File: config.mk
export PLATFORM = sky130hd
export DESIGN_NAME = softmax_stream_ctrl
export DESIGN_NICKNAME = d
export VERILOG_FILES = /design/src/rtl/softmax_stream_ctrl.sv
export SDC_FILE = /design/constraint.sdc
export NUM_CORES = 1
export LEC_CHECK = 0
export CAP_MARGIN = 10
export CORE_ASPECT_RATIO = 0.8
export CORE_MARGIN = 1
export CORE_UTILIZATION = 48
export CTS_BUF_LIST = sky130_fd_sc_hd__clkbuf_4 sky130_fd_sc_hd__clkbuf_8 sky130_fd_sc_hd__clkbuf_16
export CTS_CLUSTER_DIAMETER = 50
export DETAILED_ROUTE_END_ITERATION = 12
export PLACE_DENSITY_LB_ADDON = 0.12
export SETUP_SLACK_MARGIN = 0.3
export SLEW_MARGIN = 20
export SYNTH_ARGS = -nofsm -noshare
export SYNTH_HDL_FRONTEND = slang
export SYNTH_SLANG_ARGS = --single-unit
File: constraint.sdc
create_clock -name clk -period 4.6 [get_ports clk]
set_input_delay 0.92 -clock clk [delete_from_list [all_inputs] [get_ports clk]]
set_output_delay 0.92 -clock clk [all_outputs]
set_load 0.02 [all_outputs]
File: src/rtl/softmax_stream_ctrl.sv
// Streaming controller that routes B2R tiles round-robin into a bank of softmax rows,
// then waits for every row and the converter to finish before flushing to the next slice.
module softmax_stream_ctrl #(
    parameter int WIDTH      = 16,
    parameter int COL        = 64,
    parameter int TILE_SIZE  = 8,
    parameter int NUM_CORES  = 2,
    parameter int BLOCK_SIZE = 2,
    parameter int NUM_SLICES = 4
) (
    input  logic                  clk,
    input  logic                  rst,
    input  logic                  start,
    input  logic                  b2r_valid,
    output logic                  b2r_ready,
    input  logic                  b2r_slice_done,
    output logic                  b2r_rst,
    output logic                  softmax_en,
    output logic [NUM_CORES*BLOCK_SIZE-1:0] softmax_valid,
    input  logic [NUM_CORES*BLOCK_SIZE-1:0] softmax_ready,
    input  logic [NUM_CORES*BLOCK_SIZE-1:0] softmax_done,
    output logic [((COL/TILE_SIZE) > 1 ? $clog2(COL/TILE_SIZE) : 1)-1:0] tile_idx,
    output logic [((NUM_CORES*BLOCK_SIZE) > 1 ? $clog2(NUM_CORES*BLOCK_SIZE) : 1)-1:0] row_idx,
    output logic [(NUM_SLICES > 1 ? $clog2(NUM_SLICES) : 1)-1:0] slice_idx,
    output logic                  busy,
    output logic                  done
);

    localparam int ROWS      = NUM_CORES * BLOCK_SIZE;
    localparam int NUM_TILES = COL / TILE_SIZE;
    localparam int TW        = (NUM_TILES > 1) ? $clog2(NUM_TILES) : 1;
    localparam int RW        = (ROWS > 1) ? $clog2(ROWS) : 1;
    localparam int SW        = (NUM_SLICES > 1) ? $clog2(NUM_SLICES) : 1;

    // Element width only matters to the datapath; here it is just sanity-checked.
    if (WIDTH < 1 || TILE_SIZE < 1 || (COL % TILE_SIZE) != 0 || ROWS < 1 || NUM_SLICES < 1)
    begin : g_bad_params
        $error("softmax_stream_ctrl: inconsistent parameters");
    end

    typedef enum logic [2:0] {IDLE, STREAM, WAIT, FLUSH, DONE} state_t;

    state_t          state, state_next;
    logic [TW-1:0]   tile_next;
    logic [RW-1:0]   row_next;
    logic [SW-1:0]   slice_next;
    logic [ROWS-1:0] row_done, row_done_next;
    logic            slice_seen, slice_seen_next;
    logic            transfer;
    logic            last_row, last_tile, last_slice;

    assign b2r_ready  = (state == STREAM) && softmax_ready[row_idx];
    assign transfer   = b2r_valid && b2r_ready;
    assign last_row   = (row_idx == RW'(ROWS - 1));
    assign last_tile  = (tile_idx == TW'(NUM_TILES - 1));
    assign last_slice = (slice_idx == SW'(NUM_SLICES - 1));

    assign b2r_rst    = (state == FLUSH);
    assign done       = (state == DONE);
    assign busy       = (state != IDLE);
    assign softmax_en = (state == STREAM) || (state == WAIT) || (state == FLUSH);

    always_comb begin
        softmax_valid = '0;
        for (int r = 0; r < ROWS; r++) begin
            softmax_valid[r] = (state == STREAM) && b2r_valid && (row_idx == RW'(r));
        end
    end

    always_comb begin
        // NOTE: every combinational output gets a default first so no path can infer a latch.
        state_next      = state;
        tile_next       = tile_idx;
        row_next        = row_idx;
        slice_next      = slice_idx;
        row_done_next   = row_done;
        slice_seen_next = slice_seen;

        // Completion flags collect during both streaming and waiting; repeats are harmless ORs.
        if (state == STREAM || state == WAIT) begin
            row_done_next   = row_done | softmax_done;
            slice_seen_next = slice_seen | b2r_slice_done;
        end

        case (state)
            IDLE: begin
                if (start) begin
                    state_next      = STREAM;
                    tile_next       = '0;
                    row_next        = '0;
                    slice_next      = '0;
                    row_done_next   = '0;
                    slice_seen_next = 1'b0;
                end
            end
            STREAM: begin
                if (transfer) begin
                    if (last_row) begin
                        row_next = '0;
                        if (last_tile) begin
                            tile_next  = '0;
                            state_next = WAIT;
                        end else begin
                            tile_next = tile_idx + 1'b1;
                        end
                    end else begin
                        row_next = row_idx + 1'b1;
                    end
                end
            end
            WAIT: begin
                if ((&row_done_next) && slice_seen_next) begin
                    state_next = FLUSH;
                end
            end
            FLUSH: begin
                row_done_next   = '0;
                slice_seen_next = 1'b0;
                if (last_slice) begin
                    state_next = DONE;
                end else begin
                    slice_next = slice_idx + 1'b1;
                    state_next = STREAM;
                end
            end
            DONE: begin
                slice_next = '0;
                state_next = IDLE;
            end
            default: state_next = IDLE;
        endcase
    end

    // NOTE: sequential state uses non-blocking assignments so all registers update together.
    always_ff @(posedge clk) begin
        if (rst) begin
            state      <= IDLE;
            tile_idx   <= '0;
            row_idx    <= '0;
            slice_idx  <= '0;
            row_done   <= '0;
            slice_seen <= 1'b0;
        end else begin
            state      <= state_next;
            tile_idx   <= tile_next;
            row_idx    <= row_next;
            slice_idx  <= slice_next;
            row_done   <= row_done_next;
            slice_seen <= slice_seen_next;
        end
    end

endmodule

# Yosys cells after proc, flatten, opt, wreduce, memory -nomap -nowiden
# Cells that the tools add are included.
[totals]
register_bits = 15
inputBits = 13
output_inout_bits = 16
wordCells = 73
[op_classes]
addsub = 3
order_cmp = 1
n_eq_ne = 15
n_mux = 26
n_bitwise = 2
reduce_logical = 20
[op_table]
columns = ["op", "n"]
rows = [
  ["2-to-1 mux 3 bit", 10],
  ["one-hot mux 3 bit (4 select lines)", 1],
  ["!= test 2 bit (second input constant)", 5],
  ["logical AND 1 bit", 8],
  ["2-to-1 mux 2 bit", 4],
  ["2-to-1 mux 4 bit", 2],
  ["one-hot mux 4 bit (2 select lines)", 1],
  ["AND reduction 4 bit", 2],
  ["equality test 2 bit (second input constant)", 3],
  ["equality test 3 x 2 -> 1 bit (second input constant)", 2],
  ["equality test 3 bit (second input constant)", 2],
  ["one-hot mux 2 bit (3 select lines)", 1],
  ["one-hot mux 3 bit (2 select lines)", 1],
  ["AND reduction 3 bit", 2],
  ["nonzero test 3 bit", 2],
  ["AND reduction 5 bit", 1],
  ["adder 2 x 1 -> 2 bit (second input constant)", 2],
  ["bitwise OR 4 bit", 1],
  ["one-hot mux 2 bit (2 select lines)", 1],
  ["adder 3 x 1 -> 3 bit (second input constant)", 1],
  ["equality test 3 x 1 -> 1 bit (second input constant)", 1],
  ["zero test 3 bit", 1],
  ["< comparator 2 x 3 -> 1 bit (second input constant)", 1],
  ["2-to-1 mux 1 bit", 3],
  ["8 further kinds", 9],
]

# Longest topological paths before layout
[depth]
depth_word = 7
depth_mapped = 5
depth_no_buf = 5

# Least setup slack after synthesis
# No wires, ideal clock.
[synth_path]
kind = "input-to-output"
start = "input softmax_ready[3]"
end = "output b2r_ready"
t_arrival_ns = 1.687
required_time_ns = 3.680
path_slack_ns = 1.993
stages = 2
path_buffers = 0
path_cell_list = "mux4_2 -> and2_2"
[synth_via]
elab_chain_cells = 3
[synth_lines]
columns = ["item", "line", "text"]
rows = [
  ["from (decl)", "20", "input logic [NUM_CORES*BLOCK_SIZE-1:0] softmax_ready,"],
  ["binary-select mux 1 bit (select 2 bit)", "52", "assign b2r_ready = (state == STREAM) && softmax_ready[row_idx];"],
  ["2-to-1 mux 1 bit (not written as such)", "52", ""],
  ["logical AND 1 bit", "52", ""],
  ["to (decl)", "15", "output logic b2r_ready,"],
]
# Every way passes these cells. The select of a mux whose other input is x is not followed.

# Worst setup path in the final report
# Same ends and word-level chain as after synthesis.

==> impl_metrics.json <==
{
  "hold_ws_ps": 470.1,
  "worstPathRequired_ps": 3680,
  "stdcell_count": 149,
  "core_area_mm2": 0.001708,
  "rows": 13,
  "yosysUniqueCellTypes": 36,
  "power.density_mw_per_mm2": 339.3,
  "port_buffers": 28,
  "multi_input_area_um2": 536.8,
  "synth_nets": 119,
  "syn_area_um2": 918.4,
  "cts_sinks": 15,
  "yosys_warnings": 0,
  "cp_slowest_stage_delay_ps": 540,
  "cts.repair.resized": 0,
  "initial_core_util_pct": 53.77,
  "drc": 0,
  "wl_per_cell_um": 14.05,
  "ios": 29,
  "crit_top_cell": "clkdlybuf4s50_1",
  "p_seq_share_pct": 40.7,
  "start_kind": "primary input",
  "p_switching_uw": 151.7,
  "worstMarginPinSlew_ps": 611.9,
  "rr_endpoint": "row_idx[0]",
  "worstPathCellList": "clkdlybuf4s50_1 -> mux4_2 -> and2_2 -> clkdlybuf4s50_1",
  "synth.largest_area_cell": "dfxtp_1",
  "cp_data_arrival_time_ps": 2610,
  "synth-seq-cells": 15,
  "grt_max_degree": 15,
  "cts_root_buf": "clkbuf_4",
  "worst-path-max-fanout": 4,
  "hold_viol_final": 0,
  "max_freq_mhz": 283.2,
  "netSwitchingFraction_pct": 37.41,
  "synthTopCellsByArea": "dfxtp_1 33%, ha_1 9.5%, nor2_1 4.5%, a31oi_1 4.1%, a21oi_1 3.8%",
  "totalPowerFinal_uw": 405.5,
  "wl_met2_um": 940,
  "htreeDepth": 1,
  "ys_seq_area_share_pct": 32.70,
  "synth_edf_count": 0,
  "dieArea_mm2": 0.002093,
  "worst_setup_path_end_kind": "output pin",
  "routed_wl_um": 2094,
  "seqCellArea_um2": 300.3,
  "dr.pass1.iters": 4,
  "r2r_start": "state[0]",
  "fillers": 145,
  "die_w_um": 50.91,
  "final_nets": 148,
  "dp_cells": 145,
  "async_reset_ff_share_pct": 0,
  "outcome": "completed",
  "drive_gt1_share_pct": 7.874,
  "period_share_pct": 76.76,
  "grt_overflow_total": 0,
  "fin_worst_skew_ps": 10.65,
  "cts_buffers": 3,
  "finalCoreUtilization_pct": 69.96,
  "antenna_left": 0,
  "cp-startpoint": "softmax_ready[3]",
  "grt_pass1_vias": 683,
  "fin_crit_ps": 3531,
  "drt_iter0_drc": 8,
  "pwr-share-clk_pct": 18.5,
  "p_leak_uw": 0.0004626,
  "path_class": "primary input to output pin",
  "crit_end": "b2r_ready",
  "grt_pass1_wl_um": 3201,
  "synth.avg_cell_area_um2": 9.277,
  "place.gp.congestion": 0.7352,
  "area_growth_pct": 30.11,
  "cts_hold_buf": 0,
  "synth.most_common_cell": "dfxtp_1",
  "setup_tns_ps": 0,
  "met3WireLength_um": 109,
  "slew_viol_final": 0,
  "cts.path.max_buffers": 2,
  "synth_top_cells_by_count": "15 x dfxtp_1, 11 x nor2_1, 7 x a21oi_1, 7 x ha_1, 7 x nand2_1",
  "postCtsSetupBuffers": 0,
  "die_h_um": 41.13,
  "hold_path.class": "flip-flop to flip-flop",
  "ir_drop_uv": 242.3,
  "vias_per_cell": 5.584,
  "clk_transition_reported_paths_ps": 90,
  "dp_hpwl_um": 1523,
  "cap_violations": 0,
  "finalSetupViolations": 0,
  "met1_length_um": 1037,
  "r2r_cells": 4,
  "pwr-share-comb_pct": 40.8,
  "dr.max_layer_used": "met4",
  "grtUsageTotal_pct": 21.12,
  "synth_top_area_share_pct": 32.70,
  "intPower_uw": 253.8,
  "cp_slowest_cell": "mux4_2",
  "netlist_instances": 99,
  "synth_ff_type": "dfxtp_1",
  "reg2reg_slack_ps": 2490,
  "rsz0062_at_grt": "false",
  "clk_latency_ps": 290,
  "vias": 832,
  "diodes": 0,
  "slew_headroom_pct": 58.78,
  "cts_tree": "done",
  "antenna_found_initial": 0
}
[cells in the final DEF (no fill, tap or decap), types with 4 or more instances in the layout]
| cell | instances |
|---|---|
| nand2_1 | 7 |
| ha_1 | 7 |
| inv_1 | 5 |
| nand3b_1 | 4 |
| a21oi_1 | 7 |
| and3_1 | 5 |
| dfxtp_1 | 15 |
| a31oi_1 | 6 |
| nor2_1 | 11 |
| clkdlybuf4s50_1 | 28 |
[flip-flops by register name, indices dropped and copies added, names as in the netlist]
signal	cells
row_done	4
row_idx	2
slice_idx	2
slice_seen	1
state	3
tile_idx	3
[stage by stage]
step	worst slack, ps	instance area, µm²
2_1_floorplan	1993	918.4
3_3_place_gp	1098	1167
3_5_place_dp	1069	1167
4_1_cts	1070	1195
5_1_grt	1048	1195
6_report	1069	1195
[worst min-delay path by stage]
| stage | start | endpoint | slack, ps | cells after the start |
|---|---|---|---|---|
| 2_1_floorplan | row_done[0] | row_done[0] | 420 | 2 |
| 3_3_place_gp | row_done[1] | row_done[1] | 440 | 2 |
| 3_5_place_dp | slice_seen | slice_seen | 450 | 2 |
| 4_1_cts | slice_seen | slice_seen | 480 | 2 |
| 5_1_grt | slice_seen | slice_seen | 500 | 2 |
| 6_report | slice_seen | slice_seen | 470 | 2 |
[power by group through the flow]
stage	Clock, µW	Combinational, µW	Sequential, µW
after floorplan	0	126	158
after global placement	0	160	165
after detailed placement	0	165	167
after CTS	77.9	166	164
after global routing	84.5	180	168
final	75.0	165	165
[final cells by class]
class,instances,area share (%)
Clock buffer,3,1.885
Clock inverter,1,0.4188
Timing Repair Buffer,28,23.46
Inverter,6,1.885
Tap cell,22,2.304
Sequential cell,15,25.13
Multi-Input combinational cell,74,44.92
[critical path: cells and delay by family]
kind	cells	cell delay (ps)
and+or+nand+nor	1	220
buffers and inverters	2	930
muxes	1	540
[kinds of logic (layout without fill, tap and decap cells)]
group | Yosys count | count (layout) | share of synthesized area, %
simple gates | 40 | 40 | 25.89
compound gates | 24 | 24 | 18.53
flops | 15 | 15 | 32.70
buf+inv | 10 | 38 | 8.855
fa+ha+maj | 7 | 7 | 9.536
mux | 2 | 2 | 3.542
xor+xnor | 1 | 1 | 0.9539
[routing by layer]
layer | up-vias | track usage (%)
li1 | 417 | -
met1 | 389 | 27.86
met2 | 24 | 35.20
met3 | 2 | 6.667
met4 | 0 | 2.083
met5 | - | 0
Power figures use the tool's default switching activity.
==> edit 1: new RTL, same flow settings <==
Make the reset (`rst`) asynchronous in one clocked block.
--- a/src/rtl/softmax_stream_ctrl.sv
+++ b/src/rtl/softmax_stream_ctrl.sv
@@ -133,5 +133,5 @@
 
     // NOTE: sequential state uses non-blocking assignments so all registers update together.
-    always_ff @(posedge clk) begin
+    always_ff @(posedge clk or posedge rst) begin
         if (rst) begin
             state      <= IDLE;
Function: differs if rst is asserted again (counterexample within 4 cycles, from zero or initial values and one cycle with rst high); with rst held inactive, the same outputs for 10 cycles.
==> edit 1 against the unedited design <==
Cell area rose by 3.6%. Power grew 32%. Sequential cell count is the same. Routed wire length fell by 3.8%. Setup slack better by 0.0072 ns. Largest cell class unchanged. Sequential share of layout area rose by 5.2 points. Critical endpoint unchanged. Hold slack improved by 0.057 ns. Synthesized area is 0.27% higher. Critical path type unchanged. Critical path depth unchanged.
==> edit 1: results (changes against the unedited design) <==
metric	value	unit	change
status	finished clean		
DR iter-0 viols	34		+26
GP Congestion	0.765		+4.0%
DPL Wire Length	1520	um	-0.22%
GR Util met3	0.0815		+0.0148
DP Area	1210	um2	+3.6%
Total Routing Usage GR	0.205		-0.00600
Critical Path AT	2.60	ns	about the same
pwr dens	433	nW/um2	+28%
fraction of registers with async set/reset	1.00		+1.00
Post-Place Worst Slack	1.08	ns	+0.0102 ns
Seq/Total Area, Yosys	0.408		+0.0806
Area growth syn-to-layout	34.4	%	
cell internal pwr	324	uW	+28%
DR vias	834		+0.24%
VDD IR max	0.335	mV	+38%
share of cells above drive strength 1	0.0775		-0.00122
most frequent cells after synthesis	dfrtp_1 (15), a21oi_1 (12), nand2_1 (11), nor2_1 (9)		
Via density	5.52		-1.1%
top cells by area, synth	dfrtp_1 (41%), ha_1 (9.5%), a21oi_1 (6.5%)		
Mean Syn Cell Area	9.12	um2	-1.7%
first-pass GRT wire length	2960	um	-7.5%
RR Startpoint	row_idx[0]		
clk_skew	0.0114	ns	+0.000771 ns
syn_nets	121		+1.7%
hold path startpoint	slice_idx[0]		
worst slew pin tran	0.586	ns	-0.0256 ns
Leak	0.520	nW	+12%
GR Layer Usage met1	0.267		-0.0112
met2 Usage GRT	0.316		-0.0362
WL per Instance	13.3	um	-5.1%
[edit 1: final timing paths]
path	to	slack, ns
setup reg to reg	tile_idx[1]	3.01
max in group asynchronous	row_done[1]	3.23
hold reg to reg	slice_idx[0]	0.53
setup / recovery	b2r_ready	1.08
hold / removal	slice_idx[0]	0.53
min in group asynchronous	state[1]	0.98
[edit 1: worst register-to-register path: stages (launching register included)]
cell	delay (ns)
dfrtp_1	0.49
mux4_2	0.63
nand3_4	0.14
nor2_1	0.06
a31o_1	0.17
[edit 1: cell families (layout without fill, tap and decap cells)]
group | after synthesis | count (layout) | share of synthesized area
multiplexers | 2 | 2 | 0.0353
AND/OR/NAND/NOR | 46 | 46 | 0.273
AO/OA/AOI/OAI | 23 | 23 | 0.152
adder cells (fa/ha/maj) | 7 | 7 | 0.0951
flip-flops | 15 | 15 | 0.408
buffers and inverters | 8 | 36 | 0.0367
[edit 1: power by group through the flow]
stage,Clock [mW],Combinational [mW],Sequential [mW]
floorplan,0,0.117,0.226
finish,0.0781,0.265,0.193
global placement,0,0.257,0.195
detailed placement,0,0.264,0.197
CTS,0.0793,0.266,0.194
global route,0.0825,0.291,0.199
[edit 1: final cells by class]
cell class / count / area share
Multi-Input combinational cell: 78 / 0.414
Sequential cell: 15 / 0.303
Timing Repair Buffer: 28 / 0.226
Tap cell: 22 / 0.0222
Clock buffer: 3 / 0.0182
Inverter: 4 / 0.0121
Clock inverter: 1 / 0.00404
[edit 1: routing by layer]
layer,vias up,wire (um),part of all wire
met5,-,0,0
met4,0,12,0.0060
met3,2,112,0.056
met2,23,925,0.46
met1,397,963,0.48
li1,412,-,-
==> edit 2: new RTL, same settings <==
Made on the original files. Set the parameter `BLOCK_SIZE` to 4 (it was 2).
--- a/src/rtl/softmax_stream_ctrl.sv
+++ b/src/rtl/softmax_stream_ctrl.sv
@@ -6,5 +6,5 @@
     parameter int TILE_SIZE  = 8,
     parameter int NUM_CORES  = 2,
-    parameter int BLOCK_SIZE = 2,
+    parameter int BLOCK_SIZE = 4,
     parameter int NUM_SLICES = 4
 ) (
Interface: changed (resized row_idx, softmax_done, softmax_ready and softmax_valid); port bits go from 29 to 42. No check against the original RTL was run, so the function may have changed too.
==> edit 2 against the unedited design <==
The run now ends with design-rule violations left. Hold slack worse by 0.0059 ns. Routed wire length is 35% higher. Power shrank 12%. Setup slack worse by 0.027 ns. Count of clock-buffer cells in the layout unchanged. Sequential cell count increased by 5. Synthesized area rose by 31%. Cell area grew 37%. Register-to-register slack better by 0.09 ns. Via count grew 33%. Maximum frequency down 0.75%. Sequential share of layout area fell by 0.59 points. Sequential power grew 13%. Largest cell class unchanged. Largest power group unchanged.
==> edit 2: results (changes against the unedited design) <==
metric	value	unit	change
GR Util met3	0.0523		-0.0143
largest fanout on the critical path	3		-1
Via density	5.57		-0.29%
fill cell count	189		+30%
RR Startpoint	row_idx[0]		
Clock buf/inv share	0.0138		-0.00923
Non-clk invs	5		-1
Reg2Reg Setup Slack	2.58	ns	+0.09 ns
Detailed Routing Iterations Pass 1	8		+4
GP Congestion	0.822		+12%
met3 wire length	137	um	+26%
Layout Nets	206		+39%
uppermost layer routed	met3		
first-pass GRT wire length	4530	um	+42%
Register-to-Register Path Depth	6		+2
multi-input combinational area share	0.459		+0.00938
clock share of power	0.225		+0.040
# DRC	2		+2
VDD IR max	0.194	mV	-20%
TAP cells	25		+14%
max reg flops	8		+4
Post-Layout Cell Count	199		+34%
Total Routing Usage GR	0.223		+0.0115
Sw Share	0.283		-0.0915
hold endpoint	row_done[7]		
XOR/XNOR Fraction of Synth Area	0		-0.00954
mux share of post-synthesis cell area	0.0343		-0.00115
status	complete, but fails checks		
failing checks	design-rule violations		
hold path startpoint	row_done[7]		
worst setup path start	softmax_ready[4]		
Compound-Gate Fraction of Synth Area	0.190		+0.00475
most frequent cells after synthesis	dfxtp_1 (20), a21oi_1 (17), nor2_1 (17), ha_1 (9), nand2_1 (9)		
top cells by area, synth	dfxtp_1 (33%), ha_1 (9.3%), a21oi_1 (7.1%)		
wire length on met1	1320	um	+27%
Mapped Cells	136		+37%
share of cells above drive strength 1	0.0920		+0.0132
Synth cell types	40		+11%
Leak	0.631	nW	+36%
WL per Instance	14.2	um	+0.73%
==> edit 2: changes by cell type after synthesis, moves of 3 or more <==
| cell | unedited run | this run |
|---|---|---|
| and3_1 | 5 | 8 |
| nor4_1 | 0 | 3 |
| a21oi_1 | 7 | 17 |
| a31oi_1 | 6 | 1 |
| dfxtp_1 | 15 | 20 |
| nor2_1 | 11 | 17 |
==> edit 2: worst max-delay path, delay by kind of cell <==
| family | cells | cell delay [ns] |
|---|---|---|
| compound gates | 1 | 0.31 |
| buf+inv | 2 | 1.09 |
| mux | 1 | 0.08 |
| simple gates | 2 | 0.23 |
==> edit 2: metrics by stage <==
stage | utilization | power (mW) | setup WS (ns) | hold WS, ns
floorplan | - | 0.244 | 2.04 | 0.424
detailed placement | 0.714 | 0.281 | 1.04 | 0.442
finish | 0.724 | 0.358 | 1.04 | 0.464
global route | 0.724 | 0.374 | 0.958 | 0.505
CTS | 0.724 | 0.359 | 1.03 | 0.466
global placement | 0.714 | 0.277 | 1.12 | 0.437
